**src/rtl/keccak_pkg.sv**
```systemverilog
// Shared Keccak/SHAKE constants used by the sponge pipeline stages.
package keccak_pkg;

    // Rate of each SHAKE variant, in bits.
    localparam int RATE_SHAKE128 = 1344;
    localparam int RATE_SHAKE256 = 1088;

    // Operation mode encodings carried alongside each squeezed block.
    localparam logic [1:0] SHAKE128_MODE_VEC = 2'b00;
    localparam logic [1:0] SHAKE256_MODE_VEC = 2'b01;

    // Words per squeezed block when the output stream is 64 bits wide.
    localparam int SQZ_WORDS_128 = RATE_SHAKE128 / 64;
    localparam int SQZ_WORDS_256 = RATE_SHAKE256 / 64;

    // Rate in bits for a mode vector; zero flags an unsupported mode.
    function automatic logic [31:0] mode_rate_bits(input logic [1:0] mode);
        logic [31:0] rate;
        rate = '0;
        if (mode == SHAKE128_MODE_VEC) begin
            rate = 32'(RATE_SHAKE128);
        end else if (mode == SHAKE256_MODE_VEC) begin
            rate = 32'(RATE_SHAKE256);
        end
        return rate;
    endfunction

endpackage

```
**src/rtl/squeeze_output_tail_mask.sv**
```systemverilog
// Tail mask for truncating stages: turns the number of output bits still owed
// into a keep-mask over the MSB-first word plus a count of meaningful bits.
module tail_mask #(
    parameter int OUT_WIDTH = 64
) (
    input  logic [31:0]                  i_rem_bits,
    output logic [OUT_WIDTH-1:0]         o_mask,
    output logic [$clog2(OUT_WIDTH):0]   o_valid_bits
);

    localparam int VB_W = $clog2(OUT_WIDTH) + 1;

    // Full word unless fewer than OUT_WIDTH bits remain; then keep only the top rem bits.
    always_comb begin
        // NOTE: every output gets a default first so no path leaves it unassigned (no latch).
        o_mask       = '1;
        o_valid_bits = VB_W'(OUT_WIDTH);
        if (i_rem_bits < 32'(OUT_WIDTH)) begin
            o_valid_bits = i_rem_bits[VB_W-1:0];
            o_mask       = ~({OUT_WIDTH{1'b1}} >> i_rem_bits[VB_W-1:0]);
        end
    end

endmodule

```
**src/rtl/squeeze_output_stage.sv**
```systemverilog
// Final SHAKE stage: serialises each squeezed rate block into OUT_WIDTH-bit
// words on a valid/ready stream and truncates to the requested output length.
module squeeze_output_stage
    import keccak_pkg::*;
#(
    parameter int OUT_WIDTH = 64
) (
    input  logic                        clk,
    input  logic                        rst,
    input  logic                        block_valid,
    output logic                        block_ready,
    input  logic [RATE_SHAKE128-1:0]    rate_block,
    input  logic [1:0]                  operation_mode,
    input  logic [31:0]                 output_size,
    output logic [OUT_WIDTH-1:0]        dout,
    output logic                        dout_valid,
    input  logic                        dout_ready,
    output logic                        dout_last,
    output logic [$clog2(OUT_WIDTH):0]  dout_valid_bits,
    output logic                        mode_error
);

    localparam int LOG_W = $clog2(OUT_WIDTH);
    localparam int VB_W  = LOG_W + 1;

    localparam logic [5:0] WORDS_128 = 6'(RATE_SHAKE128 / OUT_WIDTH);
    localparam logic [5:0] WORDS_256 = 6'(RATE_SHAKE256 / OUT_WIDTH);

    localparam logic [0:0] ST_IDLE = 1'b0;
    localparam logic [0:0] ST_SEND = 1'b1;

    logic [0:0]               r_state;
    logic [RATE_SHAKE128-1:0] r_buf;
    logic [5:0]               r_words;
    logic [5:0]               r_cnt;
    logic [31:0]              r_rem;
    logic                     r_final;
    logic                     r_mode_error;

    logic                     w_send;
    logic                     w_last_word;
    logic                     w_accept;
    logic                     w_word_hs;
    logic                     w_mode_ok;
    logic [5:0]               w_rate_words;
    logic [5:0]               w_words;
    logic [31:0]              w_rate_bits;
    logic [32:0]              w_ceil;
    logic                     w_final;
    logic [OUT_WIDTH-1:0]     w_mask;
    logic [VB_W-1:0]          w_vbits;

    // Decode the incoming mode into words per block and rate in bits.
    always_comb begin
        w_mode_ok    = 1'b0;
        w_rate_words = '0;
        case (operation_mode)
            SHAKE128_MODE_VEC: begin
                w_mode_ok    = 1'b1;
                w_rate_words = WORDS_128;
            end
            SHAKE256_MODE_VEC: begin
                w_mode_ok    = 1'b1;
                w_rate_words = WORDS_256;
            end
            default: begin
                w_mode_ok    = 1'b0;
                w_rate_words = '0;
            end
        endcase
    end

    assign w_rate_bits = mode_rate_bits(operation_mode);

    // 33-bit intermediate so sizes near 2^32 do not wrap when rounding up.
    assign w_ceil  = ({1'b0, output_size} + 33'(OUT_WIDTH - 1)) >> LOG_W;
    assign w_words = (w_ceil < {27'd0, w_rate_words}) ? w_ceil[5:0] : w_rate_words;
    assign w_final = (output_size <= w_rate_bits);

    assign w_send      = (r_state == ST_SEND);
    assign w_last_word = (r_cnt == (r_words - 6'd1));
    assign w_word_hs   = w_send && dout_ready;
    assign block_ready = !w_send || (w_last_word && dout_ready);
    assign w_accept    = block_valid && block_ready;

    tail_mask #(
        .OUT_WIDTH    (OUT_WIDTH)
    ) u_tail_mask (
        .i_rem_bits   (r_rem),
        .o_mask       (w_mask),
        .o_valid_bits (w_vbits)
    );

    assign dout_valid      = w_send;
    assign dout            = w_send ? (r_buf[RATE_SHAKE128-1 -: OUT_WIDTH] & w_mask) : '0;
    assign dout_valid_bits = w_send ? w_vbits : '0;
    assign dout_last       = w_send && r_final && w_last_word;
    assign mode_error      = r_mode_error;

    // Block control: latch a new block on acceptance, advance one word per handshake.
    always_ff @(posedge clk or posedge rst) begin
        if (rst) begin
            r_state <= ST_IDLE;
            r_words <= '0;
            r_cnt   <= '0;
            r_rem   <= '0;
            r_final <= 1'b0;
        end else if (w_accept) begin
            // NOTE: non-blocking assignments so every register samples pre-edge values.
            r_state <= (w_words != 6'd0) ? ST_SEND : ST_IDLE;
            r_words <= w_words;
            r_cnt   <= '0;
            r_rem   <= output_size;
            r_final <= w_final;
        end else if (w_word_hs) begin
            r_cnt <= r_cnt + 6'd1;
            r_rem <= (r_rem > 32'(OUT_WIDTH)) ? (r_rem - 32'(OUT_WIDTH)) : '0;
            if (w_last_word) begin
                r_state <= ST_IDLE;
            end
        end
    end

    // Block buffer: load on acceptance, shift the sent word out of the top on handshake.
    always_ff @(posedge clk or posedge rst) begin
        if (rst) begin
            // NOTE: the wide buffer is cleared on reset so no stale block data survives it.
            r_buf <= '0;
        end else if (w_accept) begin
            r_buf <= rate_block;
        end else if (w_word_hs) begin
            r_buf <= r_buf << OUT_WIDTH;
        end
    end

    // Sticky flag raised when a block with an unsupported mode is accepted.
    always_ff @(posedge clk or posedge rst) begin
        if (rst) begin
            r_mode_error <= 1'b0;
        end else if (w_accept && !w_mode_ok) begin
            r_mode_error <= 1'b1;
        end
    end

endmodule

```
**config.mk**
```make
export PLATFORM = sky130hd
export DESIGN_NAME = squeeze_output_stage
export DESIGN_NICKNAME = d
export VERILOG_FILES = /design/src/rtl/keccak_pkg.sv /design/src/rtl/squeeze_output_tail_mask.sv /design/src/rtl/squeeze_output_stage.sv
export SDC_FILE = /design/constraint.sdc
export NUM_CORES = 2
export LEC_CHECK = 0
export CORE_AREA = 2 2 572 574
export CTS_CLUSTER_DIAMETER = 50
export CTS_CLUSTER_SIZE = 14
export DETAILED_ROUTE_END_ITERATION = 16
export DIE_AREA = 0 0 574 576
export GPL_TIMING_DRIVEN = 0
export SLEW_MARGIN = 40
export SYNTH_ARGS = -nofsm -noshare
export SYNTH_HDL_FRONTEND = slang
export SYNTH_SLANG_ARGS = --single-unit
```
**constraint.sdc**
```tcl
create_clock -name clk -period 77.4 [get_ports clk]
set_input_delay 15.48 -clock clk [delete_from_list [all_inputs] [get_ports clk]]
set_output_delay 15.48 -clock clk [all_outputs]
set_load 0.01 [all_outputs]
```
# --- Word-level counts from Yosys, hierarchy flattened ---
# Index checks and enable logic that the tools add are counted.
totals:
  elab_cells: 55
  out_inout_bits: 75
  ff_bits: 1391
  inputBits: 1382
op_classes:
  n_shift: 1
  reduce_logical: 15
  n_lt_le_gt_ge: 4
  bitwise_logic: 2
  eq_ne: 2
  n_addsub: 4
  n_mux: 20
ops:
  columns: ["cell", "n"]
  rows:
  - ["$mux W1344", 2]
  - ["$mux W64", 2]
  - ["$mux W32", 3]
  - ["$and A64 B64 Y64", 1]
  - ["$not A64 Y64", 1]
  - ["$shr A64 B7 Y64 const A", 1]
  - ["$add A32 B6 Y33 const B", 1]
  - ["$gt A32 B7 Y1 const B", 1]
  - ["$le A32 B32 Y1", 1]
  - ["$lt A32 B7 Y1 const B", 1]
  - ["$sub A32 B7 Y32 const B", 1]
  - ["$lt A27 B6 Y1", 1]
  - ["$mux W11", 2]
  - ["$mux W6", 3]
  - ["$mux W7", 2]
  - ["$pmux W5 S2", 1]
  - ["$add A6 B1 Y6 const B", 1]
  - ["$eq A6 B6 Y1", 1]
  - ["$logic_and A1 B1 Y1", 6]
  - ["$reduce_bool A6 Y1", 1]
  - ["$sub A6 B1 Y6 const B", 1]
  - ["$mux W1", 5]
  - ["$reduce_bool A2 Y1", 2]
  - ["$eq A2 B1 Y1 const B", 1]
  - ["5 further kinds", 6]

# --- Longest topological paths before layout ---
depth:
  word_depth: 7
  depth_mapped: 12
  mapped_depth_nobuf: 10

# --- Modules after synthesis ---
# From an unflattened synthesis, not the netlist that was laid out.
unflattened:
  cells_unflattened: 7828
  area_unflattened_um2: 64094.0
modules_own_cells:
  columns: ["mod", "cells_each", "area_per_inst_um2", "instances", "seq_area_each_um2"]
  rows:
  - ["squeeze_output_stage", 7646, 63113.0, 1, 34808.4]
  - ["tail_mask", 182, 980.9, 1, 0.0]

# --- Least setup slack after synthesis ---
# OpenSTA, ideal clock, no wires.
synth_path:
  kind: "in2out"
  start: "in dout_ready"
  end: "out block_ready"
  path_stages: 2
  arrival_time_ns: 15.977
  n_path_buf: 0
  setup_slack_ns: 45.943
  required_ns: 61.920
  path_cell_list: "inv_1 -> o41ai_4"
synth_via:
  elab_chain_cells: 2
synth_lines:
  columns: ["item", "line", "text"]
  rows:
  - ["start: declaration", "squeeze_output_stage.sv:17", "input logic dout_ready,"]
  - ["$logic_and A1 B1 Y1", "squeeze_output_stage.sv:83", "assign block_ready = !w_send || (w_last_word && dout_ready);"]
  - ["$logic_or A1 B1 Y1", "squeeze_output_stage.sv:83", null]
  - ["end: declaration", "squeeze_output_stage.sv:11", "output logic block_ready,"]
# No other way between the ends.

# --- Worst setup path after layout ---
# Ends and elaborated chain as after synthesis.

==> results.toml <==
[sta]
post-route-period-util_pct = 42.8
slew_viol_final = 0
fmax_ghz = 0.0302
setup-violations-final = 0
relSlewSlack_pct = 36.5
rsz0062_at_grt = "false"
worst_slew_pin_slew_ns = 0.928
fin_setup_tns_ns = 0
finClkSkew_ns = 0.0786
hold_viol = 0
period_minus_slack_ns = 33.14

[route]
wl_per_cell_um = 30.0
dr.pass1.iters = 8
ant_nets = 0
wl_met2_um = 212000
drt_iter0_markers = 6058
routed.top_layer = "met5"
vias = 65900
post_drt_via_cell_ratio = 4.68
drcViolationCount = 0
wl_met1_um = 151000
met3_length_um = 25500
routed_wl_um = 422000

[logic_synthesis]
syn_area_mm2 = 0.0635
synthFlopType = "dfrtp_1"
synth_edf_count = 0
yosysSeqAreaShare_pct = 54.8
synth_cell_type_count = 68
ys_top_cells_by_area = "dfrtp_1 55%, nand2_1 16%, a31oi_1 13%, nor2_1 7.8%, clkbuf_1 2.7%"
postSynthAreaPerCell_um2 = 8.20
synthArstFlopShare_pct = 100
synth_area_leader_cell = "dfrtp_1"
syn_inst = 7751
ys_ff_latch = 1391
syn_nets = 9142
yosys.area.top_type_share_pct = 54.8
synth_warnings = 0

[pwr]
p_leak_uw = 0.0384
ir_drop_v = 0.0000186
powerDensity_mw_per_mm2 = 40.9

[clock_tree]
cts_tree = "done"
cts-root-buf = "clkbuf_16"
cts_buffers = 208
cts-resized-gates = 0
cts_max_path_buffers = 4
clk-insertion-delay-late_ns = 0.90
ctsHoldBuffers = 0
clk_pin_slew_ns = 0.06
htreeDepth = 4
post_cts_buffers = 0
cts.sinks = 1391

[floorplan]
dieArea_mm2 = 0.331
die_y_um = 576
start_util_pct = 19.5
std_cell_rows = 210
die-width_um = 574
core-area_mm2 = 0.325
io_pins = 1457

[hold_path]
hold_class = "reg2reg"
min-delay-start = "r_buf[658]"
whs_path_depth = 2
whs_endpoint = "r_buf[722]"

[grt]
grt_overflow = 0
grt_use_total_pct = 24.7
first_global_vias = 66600
antenna_found_initial = 156
grt_pass1_wl_um = 561000
grt_max_degree = 78

[cells_and_area]
synthToLayoutAreaGrowth_pct = 44.8
drive_above_1_share_pct = 7.18
nNetsFinal = 10800
nFillCells = 35500
fin_cells = 14100

[worst_setup_path]
cp_slowest_stage_delay_ns = 0.79
worstSetupEndpointType = "primary output"
ff2ff_path_depth = 12
reg2reg_slack_ns = 72.94
crit_slowest_cell = "clkdlybuf4s50_1"
crit_type = "in2out"
cp_common_cell = "clkdlybuf4s50_1"
r2r-end = "r_buf[707]"
cp_max_fo = 5
cp_data_required_time_ns = 61.92
cp_data_arrival_time_ns = 17.66
r2r-start = "r_words[0]"
crit_chain = "clkdlybuf4s50_1, inv_1, o41ai_4, clkdlybuf4s50_1"
startpoint_type = "input pin"

[flow_run]
drv_cap = 0

[place]
dp_hpwl_um = 359000
gp_congestion = 0.986
portBuffers = 1449
dpl.cell_count = 13600

[status]
outcome = "complete, no violations"
==> flip-flops by register name (all words and copies together) (netlist names) <==
name	cells
r_rem	32
r_buf	1344
r_cnt	6
mode_error	1
dout_valid	1
r_words	6
r_final	1
==> logic make-up after synthesis <==
group,Yosys count,synth area share [%]
simple gates,4153,25.2
compound gates,1534,15.4
flops,1391,54.8
buf+inv,646,4.16
xor+xnor,15,0.207
fa+ha+maj,9,0.177
mux,3,0.0512
==> cells in the mapped netlist, types with 3 or more instances <==
library cell / n
a21oi_1: 63
or3_1: 7
o311ai_0: 4
o311a_1: 4
a22o_1: 71
o21ai_0: 57
or4_1: 8
o21ai_1: 4
and3_1: 37
nand2_1: 2663
or2_2: 3
nand4_1: 18
nor4_2: 3
nor2_1: 1327
o22ai_1: 4
a22oi_1: 6
nor3b_1: 4
dfrtp_1: 1391
a31oi_1: 1283
xor2_1: 8
a32oi_1: 3
inv_1: 17
and2_1: 14
a211oi_1: 3
ha_1: 9
clkbuf_1: 457
buf_2: 169
nand2b_1: 4
xnor2_1: 7
nor3_1: 27
nor4_1: 9
nand3_1: 14
a211o_1: 5
==> worst max-delay path, delay by kind of cell <==
kind                   cells  cell delay (ns)
buffers and inverters      3             1.39
AO/OA/AOI/OAI              1             0.77
==> worst max-delay path by stage <==
stage	from	end
after CTS	dout_ready	block_ready
after detailed placement	dout_ready	block_ready
after global routing	dout_ready	block_ready
after floorplan	rst	dout_valid
final	dout_ready	block_ready
after global placement	rst	r_buf[1050]
==> where the power goes <==
group	switching [uW]	total, uW	internal, uW
sequential	236	1260	1030
clock	418	1010	591
combinational	1010	1490	480
==> area by class of cell <==
class | instances | area [um^2] | area share [%]
repair buffers | 1479 | 15300 | 16.6
diodes | 95 | 238 | 0.258
flip-flops and latches | 1391 | 34800 | 37.8
well taps | 4346 | 5440 | 5.91
clock buffers | 234 | 5470 | 5.94
multi-input cells | 5714 | 26100 | 28.4
clock inverters | 152 | 1890 | 2.05
plain buffers | 629 | 2700 | 2.93
inverters | 17 | 71.3 | 0.0775
==> placed cells by master, fill, tap and decap left out, drive strengths merged, types with 71 or more instances in the layout <==
cell | synthesis | final
dfrtp | 1391 | 1391
inv | 17 | 80
nand2 | 2664 | 2664
clkbuf | 458 | 693
nor2 | 1329 | 1329
clkdlybuf4s50 | 0 | 1449
diode | 0 | 95
buf | 171 | 200
a22o | 71 | 71
a31oi | 1283 | 1283
==> stage by stage <==
step	cell area, um^2	power [uW]	hold slack (ns)	util, %	setup slack, ns
floorplan	63500	1960	0.442	-	22.70
CTS	91700	3780	0.489	28.2	44.29
detailed placement	84400	2770	0.479	25.9	44.31
global route	91900	3950	0.502	28.3	44.28
global placement	83500	2750	0.471	25.7	3.14
finish	92000	3760	0.496	28.3	44.26
==> per-layer routing <==
layer / track usage, % / vias to the layer above
li1: - / 29700
met1: 26.4 / 32200
met2: 44.0 / 3065
met3: 4.40 / 840
met4: 17.5 / 42
met5: 0 / -
(Power assumes the default switching activity.)
